File: src/rtl/uart_hex_dumper_pkg.sv
// Shared definitions for the hex dumper: formatter states, ASCII constants
// and the nibble-to-character encoder.
package uart_hex_dumper_pkg;

   typedef enum logic [3:0] {
      ST_IDLE  = 4'd0,
      ST_HI    = 4'd1,
      ST_HI_W  = 4'd2,
      ST_LO    = 4'd3,
      ST_LO_W  = 4'd4,
      ST_SEP   = 4'd5,
      ST_SEP_W = 4'd6,
      ST_LF    = 4'd7,
      ST_LF_W  = 4'd8
   } dump_state_e;

   localparam logic [7:0] ASCII_SP = 8'h20;
   localparam logic [7:0] ASCII_CR = 8'h0D;
   localparam logic [7:0] ASCII_LF = 8'h0A;
   localparam logic [7:0] ASCII_0  = 8'h30;
   localparam logic [7:0] ASCII_A  = 8'h41;

   function automatic logic [7:0] hex_char(input logic [3:0] nib);
      if (nib < 4'd10) begin
         return ASCII_0 + {4'd0, nib};
      end
      return ASCII_A + {4'd0, nib} - 8'd10;
   endfunction

endpackage

File: src/rtl/uart_hex_dumper_byte_fifo.sv
// Synchronous FIFO with a registered read port; dout updates only on a
// successful pop and then holds, so the consumer can use it as its hold register.
module byte_fifo #(
   parameter int DEPTH = 16,
   parameter int WIDTH = 9
) (
   input  logic             clk,
   input  logic             reset_n,
   input  logic             push,
   input  logic             pop,
   input  logic [WIDTH-1:0] din,
   output logic [WIDTH-1:0] dout,
   output logic             full,
   output logic             empty
);
   localparam int AW    = $clog2(DEPTH);
   localparam int CNT_W = AW + 1;

   logic [WIDTH-1:0] mem_q [DEPTH];
   logic [WIDTH-1:0] dout_q;
   logic [AW-1:0]    wr_ptr_q;
   logic [AW-1:0]    rd_ptr_q;
   logic [CNT_W-1:0] count_q;
   logic             do_push;
   logic             do_pop;

   assign full    = (count_q == CNT_W'(DEPTH));
   assign empty   = (count_q == '0);
   assign do_push = push && !full;
   assign do_pop  = pop && !empty;
   assign dout    = dout_q;

   // Storage and read register carry no reset so they map onto block RAM.
   always_ff @(posedge clk) begin
      if (do_push) begin
         mem_q[wr_ptr_q] <= din;
      end
      if (do_pop) begin
         dout_q <= mem_q[rd_ptr_q];
      end
   end

   always_ff @(posedge clk) begin
      if (!reset_n) begin
         wr_ptr_q <= '0;
         rd_ptr_q <= '0;
         count_q  <= '0;
      end else begin
         if (do_push) begin
            wr_ptr_q <= wr_ptr_q + 1'b1;
         end
         if (do_pop) begin
            rd_ptr_q <= rd_ptr_q + 1'b1;
         end
         case ({do_push, do_pop})
            2'b10:   count_q <= count_q + 1'b1;
            2'b01:   count_q <= count_q - 1'b1;
            default: count_q <= count_q;
         endcase
      end
   end

endmodule

File: src/rtl/uart_hex_dumper.sv
// Turns a byte stream into "HH " / "HH\r\n" ASCII text, one character at a
// time into uart_tx, back-pressuring the source through a small FIFO.
module uart_hex_dumper
   import uart_hex_dumper_pkg::*;
#(
   parameter int DEPTH = 16
) (
   input  logic       CLK,
   input  logic       reset_n,
   input  logic       in_valid,
   input  logic [7:0] in_data,
   input  logic       in_last,
   output logic       in_ready,
   output logic       uart_dv,
   output logic [7:0] uart_cout,
   input  logic       uart_busy,
   input  logic       uart_done,
   output logic       overrun
);
   dump_state_e state_q, state_d;
   logic [7:0]  cout_q, cout_d;
   logic        overrun_q;
   logic        fifo_pop;
   logic        fifo_full;
   logic        fifo_empty;
   logic [8:0]  held_q;

   byte_fifo #(.DEPTH(DEPTH), .WIDTH(9)) u_fifo (
      .clk     (CLK),
      .reset_n (reset_n),
      .push    (in_valid),
      .pop     (fifo_pop),
      .din     ({in_last, in_data}),
      .dout    (held_q),
      .full    (fifo_full),
      .empty   (fifo_empty)
   );

   assign in_ready  = !fifo_full;
   assign overrun   = overrun_q;
   assign uart_cout = cout_d;

   always_ff @(posedge CLK) begin
      if (!reset_n) begin
         state_q   <= ST_IDLE;
         cout_q    <= 8'h00;
         overrun_q <= 1'b0;
      end else begin
         state_q   <= state_d;
         cout_q    <= cout_d;
         overrun_q <= overrun_q || (in_valid && !in_ready);
      end
   end

   always_comb begin
      state_d  = state_q;
      cout_d   = cout_q;
      uart_dv  = 1'b0;
      fifo_pop = 1'b0;
      case (state_q)
         ST_IDLE: begin
            // Waiting for uart_busy to clear avoids colliding with a character
            // still in flight from before a reset.
            if (!fifo_empty && !uart_busy) begin
               fifo_pop = 1'b1;
               state_d  = ST_HI;
            end
         end
         ST_HI: begin
            uart_dv = 1'b1;
            cout_d  = hex_char(held_q[7:4]);
            state_d = ST_HI_W;
         end
         ST_HI_W:  if (uart_done) state_d = ST_LO;
         ST_LO: begin
            uart_dv = 1'b1;
            cout_d  = hex_char(held_q[3:0]);
            state_d = ST_LO_W;
         end
         ST_LO_W:  if (uart_done) state_d = ST_SEP;
         ST_SEP: begin
            uart_dv = 1'b1;
            cout_d  = held_q[8] ? ASCII_CR : ASCII_SP;
            state_d = ST_SEP_W;
         end
         ST_SEP_W: if (uart_done) state_d = held_q[8] ? ST_LF : ST_IDLE;
         ST_LF: begin
            uart_dv = 1'b1;
            cout_d  = ASCII_LF;
            state_d = ST_LF_W;
         end
         ST_LF_W:  if (uart_done) state_d = ST_IDLE;
         default:  state_d = ST_IDLE;
      endcase
   end

endmodule

File: config.mk
export PLATFORM = sky130hd
export DESIGN_NAME = uart_hex_dumper
export DESIGN_NICKNAME = d
export VERILOG_FILES = /design/src/rtl/uart_hex_dumper_pkg.sv /design/src/rtl/uart_hex_dumper_byte_fifo.sv /design/src/rtl/uart_hex_dumper.sv
export SDC_FILE = /design/constraint.sdc
export NUM_CORES = 1
export LEC_CHECK = 0
export CORE_ASPECT_RATIO = 1.75
export CORE_MARGIN = 10
export CORE_UTILIZATION = 35
export CTS_CLUSTER_DIAMETER = 100
export DETAILED_ROUTE_END_ITERATION = 10
export RECOVER_POWER = 100
export SLEW_MARGIN = 20
export SYNTH_ARGS = -nofsm -noshare
export SYNTH_HDL_FRONTEND = slang
export SYNTH_HIERARCHICAL = 1
export SYNTH_SLANG_ARGS = --single-unit
File: constraint.sdc
create_clock -name CLK -period 4.8 [get_ports CLK]
set_clock_uncertainty 0.05 [all_clocks]
set_input_delay 0.48 -clock CLK [delete_from_list [all_inputs] [get_ports CLK]]
set_output_delay 0.48 -clock CLK [all_outputs]
set_load 0.01 [all_outputs]
==> metrics.md, run 1 <==
| Metric | Value |
|---|---|
| Result of the run | `finished, violations left` |
| Failing checks | `max-capacitance violations, max-slew violations` |
| Share of synthesized area occupied by flip-flops and latches | `0.693` |
| Combined buffer and inverter count along the critical path | `1` |
| Actual transition at the worst max-transition pin | `around 2.2 ns` |
| Net count after synthesis | `470` |
| Longest individual stage delay on the worst path | `around 1.6 ns` |
| Part of the power in registers | `0.471` |
| Clock tree from TritonCTS | `built` |
| Switching part of the total | `0.256` |
| H-tree level count | `4` |
| Final worst slack | `slightly below 0.9 ns` |
| Hold/Removal Path Class | `flip-flop to flip-flop` |
| Synthesized area | `7380 µm²` |
| Overall track demand over capacity in global routing | `0.110` |
| Ys flop type | `edfxtp_1` |
| Violation count after the first detailed-routing iteration | `~290` |
| Area delta synth->final | `13.9%` |
| Final total negative setup slack | `0 ns` |
| Worst rel slew slack | `-0.454` |
| Routed vias/inst | `5.20` |
| Portion of total power attributed to combinational logic | `0.177` |
| ANT nets after route | `0` |
| Library cell with the largest summed area after synthesis | `edfxtp_1` |
| Inserted Clock Buffers | `17` |
| Post-layout util | `0.403` |
| Last weighted congestion value of the routability-driven placer | `approximately 0.78` |
| # Post-CTS Setup Buffers | `0` |
| Number of buffer cells added on primary ports | `24` |
| Max Slew Vio Count | `just under 70` |
| Req. time, crit path | `approximately 4.9 ns` |
| Cell at the slowest stage of the critical path | `clkbuf_1` |
| Length of the first detailed-routing pass in iterations | `5` |
| Setup violation total in the final timing report | `0` |
| Number of synthesized register bits | `around 180` |
| Placement-stage worst setup slack | `about 0.94 ns` |
| Mean instance size in the synthesized netlist | `~17 µm²` |
| Crit Path Max Fanout | `27` |
| Unique masters post-synth | `52` |
| CP Launch Type | `flip-flop` |
| Clock Sink Count | `around 180` |
| Buffer levels on the longest clock path | `2` |
| N_diodes | `0` |
| Setup repair after global routing missed its margin | `no` |
| Average wire per cell in the routed design | `just under 20 µm` |
| Largest voltage drop on the vdd net | `roughly 250 µV` |
| Max frequency | `0.255 GHz` |
| Number of failing hold endpoints at the final stage | `0` |
| Part of the cycle the worst path needs | `0.817` |
| Area enclosed by the die boundary | `about 28000 µm²` |
| Hold depth | `1` |
| Fraction of final layout cells with drive strength greater than 1 | `0.144` |
| Number of warnings reported in the yosys synthesis log | `6` |
| Clock root buffer master | `clkbuf_16` |
| Sequence of cells on the critical path | `clkbuf_1 -> mux4_2 -> a22oi_1 -> nand2_1` |
| Post-synthesis cell count | `~440` |
| Post-CTS sizing | `0` |
| Number of antenna violations at the first check in global routing | `0` |
| Pwr dens | `~470 nW/µm²` |
| Area of the core | `20800 µm²` |
| Total power consumption of the routed design | `just under 4 mW` |
| Data arrival at the endpoint of the critical path | `about 4 ns` |
| Chip Width | `130 µm` |
| Starting Density | `0.354` |
| Library cell with the highest instance count after synthesis | `edfxtp_1` |
| Final cell count without fillers | `~730` |
| Number of filler cells placed in the layout | `between 1500 and 2000` |
| Leakage | `between 2 and 3 nW` |
| CTS clk-pin slew, worst paths | `around 0.070 ns` |
| Number of remaining DRC errors | `0` |
| Total of hold buffers inserted after clock tree synthesis | `0` |
| Pin count of the biggest net entering global routing | `30` |
| Latest clock arrival within the worst-skew pair | `roughly 0.42 ns` |
| Length in cells of the worst reg-to-reg path | `4` |
| Number of flops mapped to enable cells by yosys | `roughly 150` |
| Total detailed-routing wirelength | `around 14000 µm` |
| Cell Count Post-Placement | `700` |
| Grt total ovfl | `0` |
| Vias in the first global route | `between 4000 and 5000` |
| Area of the multi-input gates | `between 2000 and 2500 µm²` |
| DR vias | `3809` |
| Fraction of synthesized cell area taken by the top area cell type | `0.622` |
| Share of synthesized registers carrying an async set or reset | `0` |
| CP Capture Type | `flip-flop` |
| Levels on crit path | `4` |
| Time the final worst path needs with I/O delays and setup | `around 4 ns` |
| Combined flip-flop and latch cell area | `between 5000 and 6000 µm²` |
| Die span in y | `between 200 and 250 µm` |
| Internal Dissipation | `2.96 mW` |
| Number of ports placed on the die boundary | `25` |
| Number of standard-cell rows in the floorplan | `70` |
| Switch Pwr | `1.02 mW` |
| First-pass GRT wire length | `between 20000 and 25000 µm` |
| Largest delay contributor family on the critical path | `buffers and inverters` |
| Number of max-cap violations | `5` |
| CP Class | `flip-flop to flip-flop` |
| Total half-perimeter wirelength after legalization and detailed placement | `around 10000 µm` |
| Ranking of synthesized cells by instance count | `edfxtp_1, mux4_2, dfxtp_1` |
| # nets final | `between 400 and 500` |
| Portion of total power attributed to the clock network | `0.351` |
| Largest cells by area after synthesis | `edfxtp_1, mux4_2, dfxtp_1, a22oi_1, ha_1` |
## power groups by stage
stage,sequential [mW],clock [mW],combinational [mW]
floorplan,1.86,0,0.573
global placement,1.90,0,0.726
detailed placement,1.91,0,0.754
CTS,1.88,1.43,0.756
global route,1.89,1.50,0.786
finish,1.87,1.40,0.706
## cell type report
cell class,instances,area share
sequential,179,0.608
tap,252,0.0375
clock buffer,17,0.0506
clock inverter,15,0.0211
multi-input combinational,226,0.245
inverter,17,0.00759
timing repair buffer,26,0.0295
## registers in the layout, summed over array words and instances (netlist names)
signal,flops
u_fifo/mem_q,144
u_fifo/dout,9
cout_q,8
u_fifo/count_q,5
state_q,4
u_fifo/rd_ptr_q,4
u_fifo/wr_ptr_q,4
overrun,1
## worst paths after layout
path | start | end | slack [ns]
max | u_fifo/rd_ptr_q[0] | u_fifo/dout[0] | 0.88
min | cout_q[7] | cout_q[7] | 0.43
min reg2reg | cout_q[7] | cout_q[7] | 0.43
max reg2reg | u_fifo/rd_ptr_q[0] | u_fifo/dout[0] | 0.88
## metrics by stage
| step | area (µm²) | hold slack (ns) |
|---|---|---|
| 4_1_cts | 8480 | 0.433 |
| 6_report | 8410 | 0.428 |
| 3_5_place_dp | 7870 | 0.415 |
| 2_1_floorplan | 7380 | 0.394 |
| 3_3_place_gp | 7870 | 0.413 |
| 5_1_grt | 8410 | 0.460 |
## routing by layer
metal / wire length [µm] / GRT usage
met3: 490 / 0.0277
met4: 267 / 0.0389
met5: 0 / 0
met1: 5120 / 0.115
met2: 8410 / 0.207
## cells by family (layout without fill, tap and decap cells)
| kind of cell | count (synthesis) | count (layout) | share of synthesized area |
|---|---|---|---|
| compound gates | 62 | 62 | 0.0625 |
| xor+xnor | 8 | 8 | 0.00949 |
| fa+ha+maj | 12 | 12 | 0.0214 |
| buf+inv | 39 | 75 | 0.0224 |
| flops | 179 | 179 | 0.693 |
| mux | 41 | 41 | 0.117 |
| simple gates | 103 | 103 | 0.0749 |
## cell usage in the layout (no fill, tap or decap), types with 3 or more instances in the layout
cell type        instances
inv_1                   16
nand2_1                 25
edfxtp_1               153
nand2b_1                 8
o21ai_0                 10
clkdlybuf4s50_1          6
mux2i_1                  5
a21oi_1                  9
inv_6                    3
nor2b_1                  8
and2_1                   6
nor2_1                  24
nor3_1                   6
o221ai_1                 3
bufinv_16                3
o21a_1                   3
xnor2_1                  7
a31oi_1                  3
ha_1                    11
and2_0                   8
dfxtp_1                 26
mux4_2                  36
nand3_1                  3
a22oi_1                 20
o211ai_1                 3
dlygate4sd3_1           18
clkbuf_16               17
No activity file was read; power rests on OpenSTA's default activity.
==> inputs of run 2 (changes only) <==
clock period = 3.3 ns   (was 4.8 ns; I/O delays follow)
==> metrics.md, run 2 (synthesized netlist as in run 1, its figures left out) <==
| Metric | Value |
|---|---|
| Startpoint of the worst-slack reg-to-reg timing path | `u_fifo/count_q[0]` |
| Setup violation total in the final timing report | `0` |
| Max FFs per register | `about 140` |
| CP Capture Type | `flip-flop` |
| Last weighted congestion value of the routability-driven placer | `between 0.7 and 0.8` |
| Worst rel slew slack | `0.0297` |
| Routed vias/inst | `approximately 5.2` |
| Buffer levels on the longest clock path | `2` |
| Largest register by flop count | `u_fifo/mem_q` |
| Leakage | `~2.8 nW` |
| Cell repeated most along the worst path | `ha_1` |
| Number of buffer cells added on primary ports | `24` |
| Largest voltage drop on the vdd net | `325 µV` |
| Area enclosed by the die boundary | `between 20000 and 30000 µm²` |
| Number of failing hold endpoints at the final stage | `0` |
| Result of the run | `finished, final reports clean` |
| DR vias | `3942` |
| Number of max-cap violations | `0` |
| CTS clk-pin slew, worst paths | `0.06 ns` |
| Setup repair after global routing missed its margin | `no` |
| Part of the cycle the worst path needs | `0.947` |
| Hold Startpoint | `cout_q[7]` |
| Portion of total power attributed to combinational logic | `0.192` |
| Number of remaining DRC errors | `0` |
| ANT nets after route | `0` |
| Total detailed-routing wirelength | `roughly 15000 µm` |
| Average wire per cell in the routed design | `approximately 20 µm` |
| N_diodes | `0` |
| Internal Dissipation | `4.32 mW` |
| Cell at the slowest stage of the critical path | `or4b_2` |
| # nets final | `roughly 510` |
| Instance area at placement | `~8000 µm²` |
| Commonest non-fill, non-tap cells in the layout | `edfxtp_1, mux4_2, dfxtp_1` |
| Area of the core | `roughly 21000 µm²` |
| Sequence of cells on the critical path | `or4_4 -> nor2_2 -> or4_1 -> nor3_4 -> o21ai_4 -> inv_1 -> ha_1 -> buf_4 -> ha_1 -> a21o_2 -> a21oi_1 -> or4b_2 -> nand3_1` |
| Pwr dens | `around 680 nW/µm²` |
| FF-to-FF End | `u_fifo/count_q[3]` |
| Grt total ovfl | `0` |
| Data arrival at the endpoint of the critical path | `roughly 3.4 ns` |
| Crit path from | `u_fifo/count_q[0]` |
| Max Slew Vio Count | `0` |
| Crit Path Max Fanout | `5` |
| Switch Pwr | `~1.5 mW` |
| Number of standard-cell rows in the floorplan | `70` |
| Post-layout instance area | `roughly 8500 µm²` |
| Overall track demand over capacity in global routing | `0.114` |
| Fraction of final layout cells with drive strength greater than 1 | `0.160` |
| Hold depth | `1` |
| CP Class | `flip-flop to flip-flop` |
| Actual transition at the worst max-transition pin | `approximately 1.5 ns` |
| Pin count of the biggest net entering global routing | `40` |
| Length of the first detailed-routing pass in iterations | `4` |
| Area delta synth->final | `15.7%` |
| H-tree level count | `4` |
| Violation count after the first detailed-routing iteration | `just under 300` |
| Hold/Removal Path Class | `flip-flop to flip-flop` |
| Final total negative setup slack | `0 ns` |
| Worst hold margin | `0.430 ns` |
| Length in cells of the worst reg-to-reg path | `13` |
| Starting Density | `0.354` |
| Time the final worst path needs with I/O delays and setup | `between 3 and 4 ns` |
| Post-layout util | `0.410` |
| Combined buffer and inverter count along the critical path | `2` |
| Chip Width | `130 µm` |
| Max frequency | `approximately 0.32 GHz` |
| Total power consumption of the routed design | `5.85 mW` |
| Total half-perimeter wirelength after legalization and detailed placement | `roughly 10000 µm` |
| CP Launch Type | `flip-flop` |
| Latest clock arrival within the worst-skew pair | `between 0.4 and 0.5 ns` |
| Req. time, crit path | `~3.6 ns` |
| # Post-CTS Setup Buffers | `0` |
| Die span in y | `around 210 µm` |
| Worst R2R Setup Slack | `around 0.18 ns` |
| Most frequent standard cell in the layout excluding fill and tap cells | `edfxtp_1` |
| Number of ports placed on the die boundary | `25` |
| Clock tree from TritonCTS | `built` |
| Largest delay contributor family on the critical path | `simple AND/OR/NAND/NOR gates` |
| Number of antenna violations at the first check in global routing | `1` |
| Clock root buffer master | `clkbuf_16` |
| Vias in the first global route | `between 4000 and 5000` |
| Portion of total power attributed to the clock network | `0.348` |
| Clock Sink Count | `approximately 180` |
| Switching part of the total | `0.262` |
| Longest individual stage delay on the worst path | `~0.61 ns` |
| First-pass GRT wire length | `about 24000 µm` |
| Inserted Clock Buffers | `17` |
| Part of the power in registers | `0.460` |
| Number of filler cells placed in the layout | `approximately 1900` |
| Worst Hold End | `cout_q[7]` |
run 2: cell count changes in the layout (fill, tap and decap cells not counted), sizes merged:
| cell | previous run | this run |
|---|---|---|
| clkinv | 6 | 3 |
| clkdlybuf4s50 | 6 | 4 |
| inv | 21 | 24 |
| dlygate4sd3 | 18 | 20 |
| clkbuf | 19 | 41 |
| buf | 0 | 4 |
| bufinv | 3 | 0 |
| clkinvlp | 2 | 0 |
run 2: final cells by class:
cell class / instances / area [µm²] / area share
repair buffers: 47 / 343 / 0.0401
clock buffers: 22 / 539 / 0.0631
inverters: 17 / 63.8 / 0.00747
well taps: 252 / 315 / 0.0369
clock inverters: 10 / 76.3 / 0.00893
multi-input cells: 226 / 2090 / 0.245
flip-flops and latches: 179 / 5110 / 0.599
run 2: power by group through the flow:
stage	combinational (mW)	sequential [mW]	clock, mW
final	1.12	2.69	2.04
after CTS	1.21	2.69	2.09
after detailed placement	1.20	2.74	0
after global routing	1.26	2.71	2.18
after global placement	1.16	2.73	0
after floorplan	0.835	2.70	0
run 2: how the worst max path moves through the flow:
| stage | to | depth (start not counted) | slack [ns] |
|---|---|---|---|
| floorplan | u_fifo/count_q[4] | 14 | 0.02 |
| global placement | u_fifo/count_q[4] | 12 | 0.17 |
| detailed placement | u_fifo/count_q[4] | 12 | 0.09 |
| CTS | u_fifo/count_q[4] | 13 | 0.14 |
| global route | u_fifo/count_q[3] | 13 | 0.02 |
| finish | u_fifo/count_q[3] | 13 | 0.18 |
run 2: stage by stage:
step / setup slack [ns] / cells
final: 0.175 / 753
after global routing: 0.0191 / 753
after CTS: 0.139 / 753
after detailed placement: 0.0888 / 721
after global placement: 0.170 / 721
after floorplan: 0.0212 / 444
run 2: worst reg2reg max path: cells and delay by family (launching register included):
family	cells	cell delay, ns
flip-flops	1	0.35
AND/OR/NAND/NOR	6	1.61
AO/OA/AOI/OAI	3	0.32
adder cells (fa/ha/maj)	2	0.49
buffers and inverters	2	0.24
run 2: metal layers:
layer	track usage	vias up	wire [µm]
li1	-	1823	-
met2	0.211	89	8510
met4	0.0491	0	195
met3	0.0272	16	605
met5	0	-	0
met1	0.118	2014	5430
run 2: what timing repair did:
item / CTS / global route
endpoints found under the setup margin: 0 / 2
resized for setup: 0 / 3
hold buffers: 0 / 0
